## src/rtl/signed_step_accumulator.sv

```systemverilog
// rtl/signed_step_accumulator.sv - debounced add/subtract signed accumulator with sign/magnitude output
module signed_step_accumulator #(
    parameter int NBITS     = 3,
    parameter int DB_CYCLES = 3
) (
    input  logic             clk_2,
    input  logic             reset,
    input  logic [NBITS-1:0] operand,
    input  logic             btn_add,
    input  logic             btn_sub,
    input  logic             clear,
    output logic [NBITS-1:0] value,
    output logic             neg,
    output logic [NBITS-1:0] mag,
    output logic             ovf,
    output logic             done
);

    localparam int CW = (DB_CYCLES < 2) ? 1 : $clog2(DB_CYCLES + 1);
    localparam logic [CW-1:0] CNT_LAST = CW'(DB_CYCLES - 1);

    typedef enum logic [1:0] {
        IDLE = 2'd0,
        EXEC = 2'd1,
        HOLD = 2'd2
    } state_t;

    state_t           state;
    logic [CW-1:0]    add_cnt;
    logic [CW-1:0]    sub_cnt;
    logic             add_deb;
    logic             sub_deb;
    logic [NBITS-1:0] acc;
    logic [NBITS-1:0] op_val;
    logic             op_sub;
    logic [NBITS:0]   acc_ext;
    logic [NBITS:0]   op_ext;
    logic [NBITS:0]   sum;

    // Add button debouncer: level flips once raw has disagreed for DB_CYCLES edges in a row
    always_ff @(posedge clk_2 or posedge reset) begin
        if (reset) begin
            add_cnt <= '0;
            add_deb <= 1'b0;
        end else if (btn_add == add_deb) begin
            add_cnt <= '0;
        end else if (add_cnt == CNT_LAST) begin
            add_cnt <= '0;
            add_deb <= ~add_deb;
        end else begin
            add_cnt <= add_cnt + CW'(1);
        end
    end

    // Subtract button debouncer, same behaviour as the add side
    always_ff @(posedge clk_2 or posedge reset) begin
        if (reset) begin
            sub_cnt <= '0;
            sub_deb <= 1'b0;
        end else if (btn_sub == sub_deb) begin
            sub_cnt <= '0;
        end else if (sub_cnt == CNT_LAST) begin
            sub_cnt <= '0;
            sub_deb <= ~sub_deb;
        end else begin
            sub_cnt <= sub_cnt + CW'(1);
        end
    end

    // One-bit-wider signed arithmetic so overflow shows up as disagreement of the top two bits
    always_comb begin
        acc_ext = {acc[NBITS-1], acc};
        op_ext  = {op_val[NBITS-1], op_val};
        sum     = op_sub ? (acc_ext - op_ext) : (acc_ext + op_ext);
    end

    // Press FSM: accept one operation per press, then wait in HOLD until both buttons are released
    always_ff @(posedge clk_2 or posedge reset) begin
        if (reset) begin
            state  <= IDLE;
            acc    <= '0;
            ovf    <= 1'b0;
            done   <= 1'b0;
            op_val <= '0;
            op_sub <= 1'b0;
        end else begin
            done <= 1'b0;
            if (clear) begin
                acc <= '0;
                ovf <= 1'b0;
                // An operation about to execute is dropped; the press still has to be released
                if (state == EXEC) begin
                    state <= HOLD;
                end
            end else begin
                case (state)
                    IDLE: begin
                        if (add_deb && sub_deb) begin
                            state <= HOLD;
                        end else if (add_deb) begin
                            op_sub <= 1'b0;
                            op_val <= operand;
                            state  <= EXEC;
                        end else if (sub_deb) begin
                            op_sub <= 1'b1;
                            op_val <= operand;
                            state  <= EXEC;
                        end
                    end
                    EXEC: begin
                        acc   <= sum[NBITS-1:0];
                        ovf   <= sum[NBITS] ^ sum[NBITS-1];
                        done  <= 1'b1;
                        state <= HOLD;
                    end
                    HOLD: begin
                        if (!add_deb && !sub_deb) begin
                            state <= IDLE;
                        end
                    end
                    default: begin
                        state <= IDLE;
                    end
                endcase
            end
        end
    end

    assign value = acc;
    assign neg   = acc[NBITS-1];
    // The most negative value negates to itself, which reads correctly as unsigned 2^(NBITS-1)
    assign mag   = neg ? (~acc + NBITS'(1)) : acc;

endmodule

```

## config.mk

```make
export PLATFORM = sky130hd
export DESIGN_NAME = signed_step_accumulator
export DESIGN_NICKNAME = d
export VERILOG_FILES = /design/src/rtl/signed_step_accumulator.sv
export SDC_FILE = /design/constraint.sdc
export NUM_CORES = 1
export LEC_CHECK = 0
export CELL_PAD_IN_SITES_DETAIL_PLACEMENT = 1
export CELL_PAD_IN_SITES_GLOBAL_PLACEMENT = 1
export CORE_ASPECT_RATIO = 1.4
export CORE_UTILIZATION = 39
export DETAILED_ROUTE_END_ITERATION = 7
export GPL_TIMING_DRIVEN = 1
export MAX_ROUTING_LAYER = met4
export PLACE_DENSITY_LB_ADDON = 0.15
export SETUP_SLACK_MARGIN = 0.5
export SYNTH_ARGS = -nofsm -noshare
export SYNTH_HDL_FRONTEND = slang
export SYNTH_SLANG_ARGS = --single-unit
export TNS_END_PERCENT = 20
```

## constraint.sdc

```tcl
create_clock -name clk_2 -period 2.8 [get_ports clk_2]
set_input_delay 0.42 -clock clk_2 [delete_from_list [all_inputs] [get_ports clk_2]]
set_output_delay 0.42 -clock clk_2 [all_outputs]
set_load 0.02 [all_outputs]
```

==> qor.yml, run 1 <==
synthSimpleGateAreaFrac: 0.182
synthMuxAreaShare: 0.0963
worstMarginPinSlew_ns: 0.660
peakVddDrop_mv: 0.575
nets: 124
min_period_ns: 2.33
synthCells: 90
grt_pass1_wl_mm: 3.01
status: "finished clean"
maxSlewHeadroom: 0.559
synth_area_um2: 922
num_vias: 677
synth-compound-area-share: 0.0597
grt_max_degree: 18
rsz0062_at_grt: "yes"
gp_congestion: 0.697
route.antenna.remaining_nets: 0
power.internal_mw: 0.817
clock_latency_ns: 0.29
hold_buffers: 0
hpwlAfterDp_mm: 1.37
final_cell_mix: "dfrtp_1 (17), clkdlybuf4s50_1 (16), nor2_1 (11)"
start_util: 0.419
diodes: 0
max_freq_ghz: 0.430
tns_ns: 0
clock_sinks: 17
root_buffer: "clkbuf_4"
layout_commonest_cell: "dfrtp_1"
hold_viol_final: 0
hold_path.class: "reg -> reg"
final-setup-viol-count: 0
die_area_mm2: 0.00257
ys_warn_count: 0
synth-xor-area-share: 0.0570
powerDensity_mw_per_mm2: 1180
pwr-share-seq: 0.329
drive_above_1_share: 0.138
fill_cells: 259
cts_buffer_depth: 2
synth-adder-area-share: 0.0896
clock_skew_ns: 0.00961
io-pin-count: 17
die_h_um: 59.5
ys_seq_elements: 17
drv_slew: 0
wl_mm: 1.82
first_iter_violations: 3
placed_area_mm2: 0.00109
syn_nets: 104
leakagePower_nw: 0.525
p_sw_mw: 0.541
avgSynthCellArea_um2: 10.2
area_growth_pct: 24.6
track_usage: 0.162
cp-end-kind: "flip-flop"
num_rows: 20
post-route-util: 0.522
switching_share: 0.398
vias_per_cell: 5.17
dr.pass1.iters: 4
cts_max_level: 1
tritoncts: "built"
cp.arrival_ns: 2.56
criticalPathCategory: "reg -> reg"
required_ns: 3.04
numCtsBuffers: 3
dieWidth_um: 43.1
coreArea_mm2: 0.00220
port_buffers: 16
synth_top_family_by_area: "simple AND/OR/NAND/NOR gates"
grt_pass1_vias: 716
cap_violations: 0
grt_antenna_before_repair: 0
ys_seq_area_frac: 0.461
comb_power_share: 0.571
clkPwrFrac: 0.100
grt_overflow_total: 0
drc: 0
avgRoutedWirePerCell_um: 13.9
final_area_mm2: 0.00115
start_kind: "flip-flop"
crit_fanout: 2
final.period_utilization: 0.832
clkTransAtPathRegs_ns: 0.11
netlist-cell-type-count: 27
## layer usage
metal,global-route usage,routed length [um],vias up
met5,-,0,-
met4,0.0779,9,0
met3,0.0183,31,2
met2,0.296,1040,10
met1,0.169,732,333
li1,-,-,332
## final cells by class
type | instances | area (um2) | share of cell area
multi-input combinational | 62 | 457 | 0.398
sequential | 17 | 425 | 0.370
timing repair buffer | 20 | 190 | 0.166
tap | 22 | 27.5 | 0.0240
clock buffer | 4 | 26.3 | 0.0229
inverter | 6 | 22.5 | 0.0196
## repair_timing
item                                    in CTS  in global routing
gates resized for setup                      2                  0
pin swaps                                    1                  0
hold endpoints to repair                     0                  0
buffers inserted                             2                  1
endpoints found under the setup margin       1                  2
## registers in the layout (all words and copies together), names as in the netlist
name,count
add_cnt,2
add_deb,1
done,1
op_sub,1
op_val,3
ovf,1
state,2
sub_cnt,2
sub_deb,1
value,3
## worst max-delay path, cell delays in order, from the launching register on
cell and delay (ns):
dfrtp_1 0.38, inv_1 0.05, ha_1 0.26, mux2_2 0.30, fa_2 0.36, xnor2_2 0.16
xnor2_1 0.14, or3_1 0.34, a21oi_1 0.17, nand3b_1 0.12
## logic make-up (layout without fill, tap and decap cells)
kind of cell    Yosys count  count (layout)
compound gates           10              10
xor+xnor                  6               6
fa+ha+maj                 6               6
buf+inv                  11              30
flops                    17              17
mux                       7               7
simple gates             33              33
## stage by stage
step	std cells	worst slack, ns	hold slack [ns]	total power [mW]
floorplan	90	0.538	0.346	0.974
global placement	124	0.483	0.437	1.12
detailed placement	124	0.382	0.442	1.15
CTS	130	0.499	0.454	1.35
global route	131	0.390	0.469	1.47
finish	131	0.472	0.454	1.36
## cell usage after synthesis, drive strengths merged
library cell | n | area, um2
mux2 | 6 | 78.8
a21oi | 4 | 20.0
fa | 1 | 20.0
nor3b | 2 | 15.0
and2 | 1 | 6.26
or4 | 1 | 7.51
nor2b | 3 | 18.8
nand2b | 1 | 6.26
nor3 | 3 | 15.0
buf | 3 | 20.0
nand2 | 6 | 22.5
or3 | 1 | 6.26
ha | 5 | 62.6
inv | 6 | 22.5
nor2 | 11 | 41.3
nand4b | 1 | 8.76
nand3b | 2 | 15.0
clkbuf | 2 | 7.51
o21bai | 1 | 7.51
o21a | 1 | 7.51
dfrtp | 17 | 425
o21ai | 4 | 20.0
nand3 | 1 | 5.00
xnor2 | 6 | 52.6
mux2i | 1 | 10.0
## power groups by stage
stage	combinational [mW]	sequential, mW	clock (mW)
6_report	0.775	0.447	0.135
5_1_grt	0.852	0.467	0.151
4_1_cts	0.763	0.450	0.142
3_5_place_dp	0.690	0.462	0
3_3_place_gp	0.661	0.455	0
2_1_floorplan	0.521	0.453	0
## final timing paths
| path | cells after the start | from | slack [ns] | to |
|---|---|---|---|---|
| max | 9 | op_val[1] | 0.47 | ovf |
| min | 1 | add_cnt[1] | 0.45 | add_cnt[1] |
| max reg2reg | 9 | op_val[1] | 0.47 | ovf |
| min reg2reg | 1 | add_cnt[1] | 0.45 | add_cnt[1] |
| max in group asynchronous | 2 | reset | 1.86 | add_deb |
| min in group asynchronous | 2 | reset | 0.51 | ovf |
Power figures use the tool's default switching activity.
==> run 2, diff against run 1 <==
==> constraint.sdc (replaced) <==
create_clock -name clk_2 -period 2.2 [get_ports clk_2]
set_input_delay 0.33 -clock clk_2 [delete_from_list [all_inputs] [get_ports clk_2]]
set_output_delay 0.33 -clock clk_2 [all_outputs]
set_load 0.02 [all_outputs]
==> run 2 against run 1 <==
The flow now finishes with violations (setup timing); register-to-register slack got worse by 0.52 ns; via count is 0.44% higher; non-clock buffer count unchanged; final cell count unchanged; critical path depth unchanged; worst hold slack got worse by 0.022 ns; clock power up 28%; combinational power rose by 24%; largest power group unchanged.
==> qor.yml, run 2 (synthesis results as in run 1) <==
p_sw_mw: 0.679
crit_fanout: 2
instances_no_fill: 131
final_cell_mix: "dfrtp_1 (17), nor2_1 (11), clkdlybuf4s50_1 (10)"
status: "complete, but fails checks"
worstReg2RegEnd: "ovf"
hpwlAfterDp_mm: 1.39
cts_buffer_depth: 2
maxSlewHeadroom: 0.564
tritoncts: "built"
setup_slack_ns: -0.0487
root_buffer: "clkbuf_4"
clock_sinks: 17
rsz0062_at_grt: "yes"
tns_ns: -0.0487
nets: 124
die_area_mm2: 0.00257
hold_viol_final: 0
criticalPathCategory: "reg -> reg"
grt_max_degree: 18
final.period_utilization: 1.02
required_ns: 2.44
cp.arrival_ns: 2.49
dpl_worst_slack_ns: -0.0676
num_rows: 20
power.internal_mw: 1.02
clkTransAtPathRegs_ns: 0.11
coreArea_mm2: 0.00220
dr.pass1.iters: 2
powerDensity_mw_per_mm2: 1480
gp_congestion: 0.705
total_power_mw: 1.70
vias_per_cell: 5.19
avgRoutedWirePerCell_um: 13.5
dp_cells: 126
final-setup-viol-count: 1
start_kind: "flip-flop"
min_period_ns: 2.25
leakagePower_nw: 0.580
first_iter_violations: 6
route.antenna.remaining_nets: 0
hold_buffers: 0
grt_pass1_wl_mm: 2.97
track_usage: 0.163
diodes: 0
clock_latency_ns: 0.30
grt_pass1_vias: 732
grt_overflow_total: 0
dieWidth_um: 43.1
start_util: 0.419
switching_share: 0.398
peakVddDrop_mv: 0.654
num_vias: 680
r2r_cells: 9
cts_max_level: 1
drive_above_1_share: 0.165
worstMarginPinSlew_ns: 0.653
port_buffers: 16
crit_end: "ovf"
wl_mm: 1.76
max_freq_ghz: 0.445
drv_slew: 0
die_h_um: 59.5
hold_path.class: "in -> async"
area_growth_pct: 24.7
numCtsBuffers: 3
io-pin-count: 17
violations: "setup timing"
layout_commonest_cell: "dfrtp_1"
rrSetupSlack_ns: -0.05
cap_violations: 0
cp-end-kind: "flip-flop"
r2r_start: "op_val[0]"
clkPwrFrac: 0.101
comb_power_share: 0.565
drc: 0
cp-startpoint: "op_val[0]"
pwr-share-seq: 0.334
grt_antenna_before_repair: 0
clock_skew_ns: 0.00907
==> run 2: changes by cell type in the layout (fill, tap and decap cells not counted), sizes merged <==
cell | previous run | this run
clkdlybuf4s50 | 16 | 10
dlygate4sd2 | 0 | 3
dlymetal6s2s | 0 | 2
buf | 4 | 5
clkbuf | 4 | 3
clkinv | 0 | 1
==> run 2: worst min path at each step <==
| stage | to | slack [ns] | cells after the start |
|---|---|---|---|
| floorplan | add_cnt[0] | 0.26 | 1 |
| global placement | sub_cnt[0] | 0.44 | 1 |
| detailed placement | add_cnt[0] | 0.45 | 1 |
| CTS | add_cnt[0] | 0.46 | 1 |
| global route | sub_cnt[0] | 0.48 | 1 |
| finish | op_val[2] | 0.43 | 2 |
==> run 2: final cells by class <==
cell class | count | area (um2)
fillers | 261 | 1050
multi-input cells | 62 | 460
flip-flops and latches | 17 | 425
repair buffers | 20 | 186
well taps | 22 | 27.5
clock buffers | 3 | 22.5
inverters | 6 | 22.5
clock inverters | 1 | 5.00
==> run 2: what timing repair did <==
item,4_1_cts,5_1_grt
pin swaps,1,1
gates cloned,0,0
resized for setup,4,7
setup buffers,1,0
setup endpoints to repair,7,8
==> run 2: worst max-delay path, stage by stage (launching register included) <==
cell      delay [ns]
dfrtp_1         0.36
inv_1           0.05
ha_1            0.27
mux2_2          0.28
fa_2            0.36
xnor2_2         0.15
xnor2_1         0.14
or3_1           0.35
a21oi_2         0.13
nand3b_1        0.11
==> run 2: power by group through the flow <==
stage | clock network [mW] | logic [mW] | registers (mW)
final | 0.173 | 0.962 | 0.569
after global routing | 0.189 | 1.09 | 0.593
after CTS | 0.183 | 0.970 | 0.571
after detailed placement | 0 | 0.966 | 0.579
after global placement | 0 | 0.924 | 0.568
after floorplan | 0 | 0.714 | 0.577
==> run 2: per-layer routing <==
metal  GRT usage  share of wire
met1       0.153           0.38
met2       0.311           0.58
met3      0.0183          0.023
met4      0.0909          0.020
met5           -              0
==> run 2: stage by stage <==
step | util | hold WS [ns] | instance area (um2)
floorplan | - | 0.256 | 932
global placement | 0.506 | 0.437 | 1110
detailed placement | 0.506 | 0.447 | 1110
CTS | 0.520 | 0.462 | 1140
global route | 0.522 | 0.481 | 1150
finish | 0.522 | 0.432 | 1150
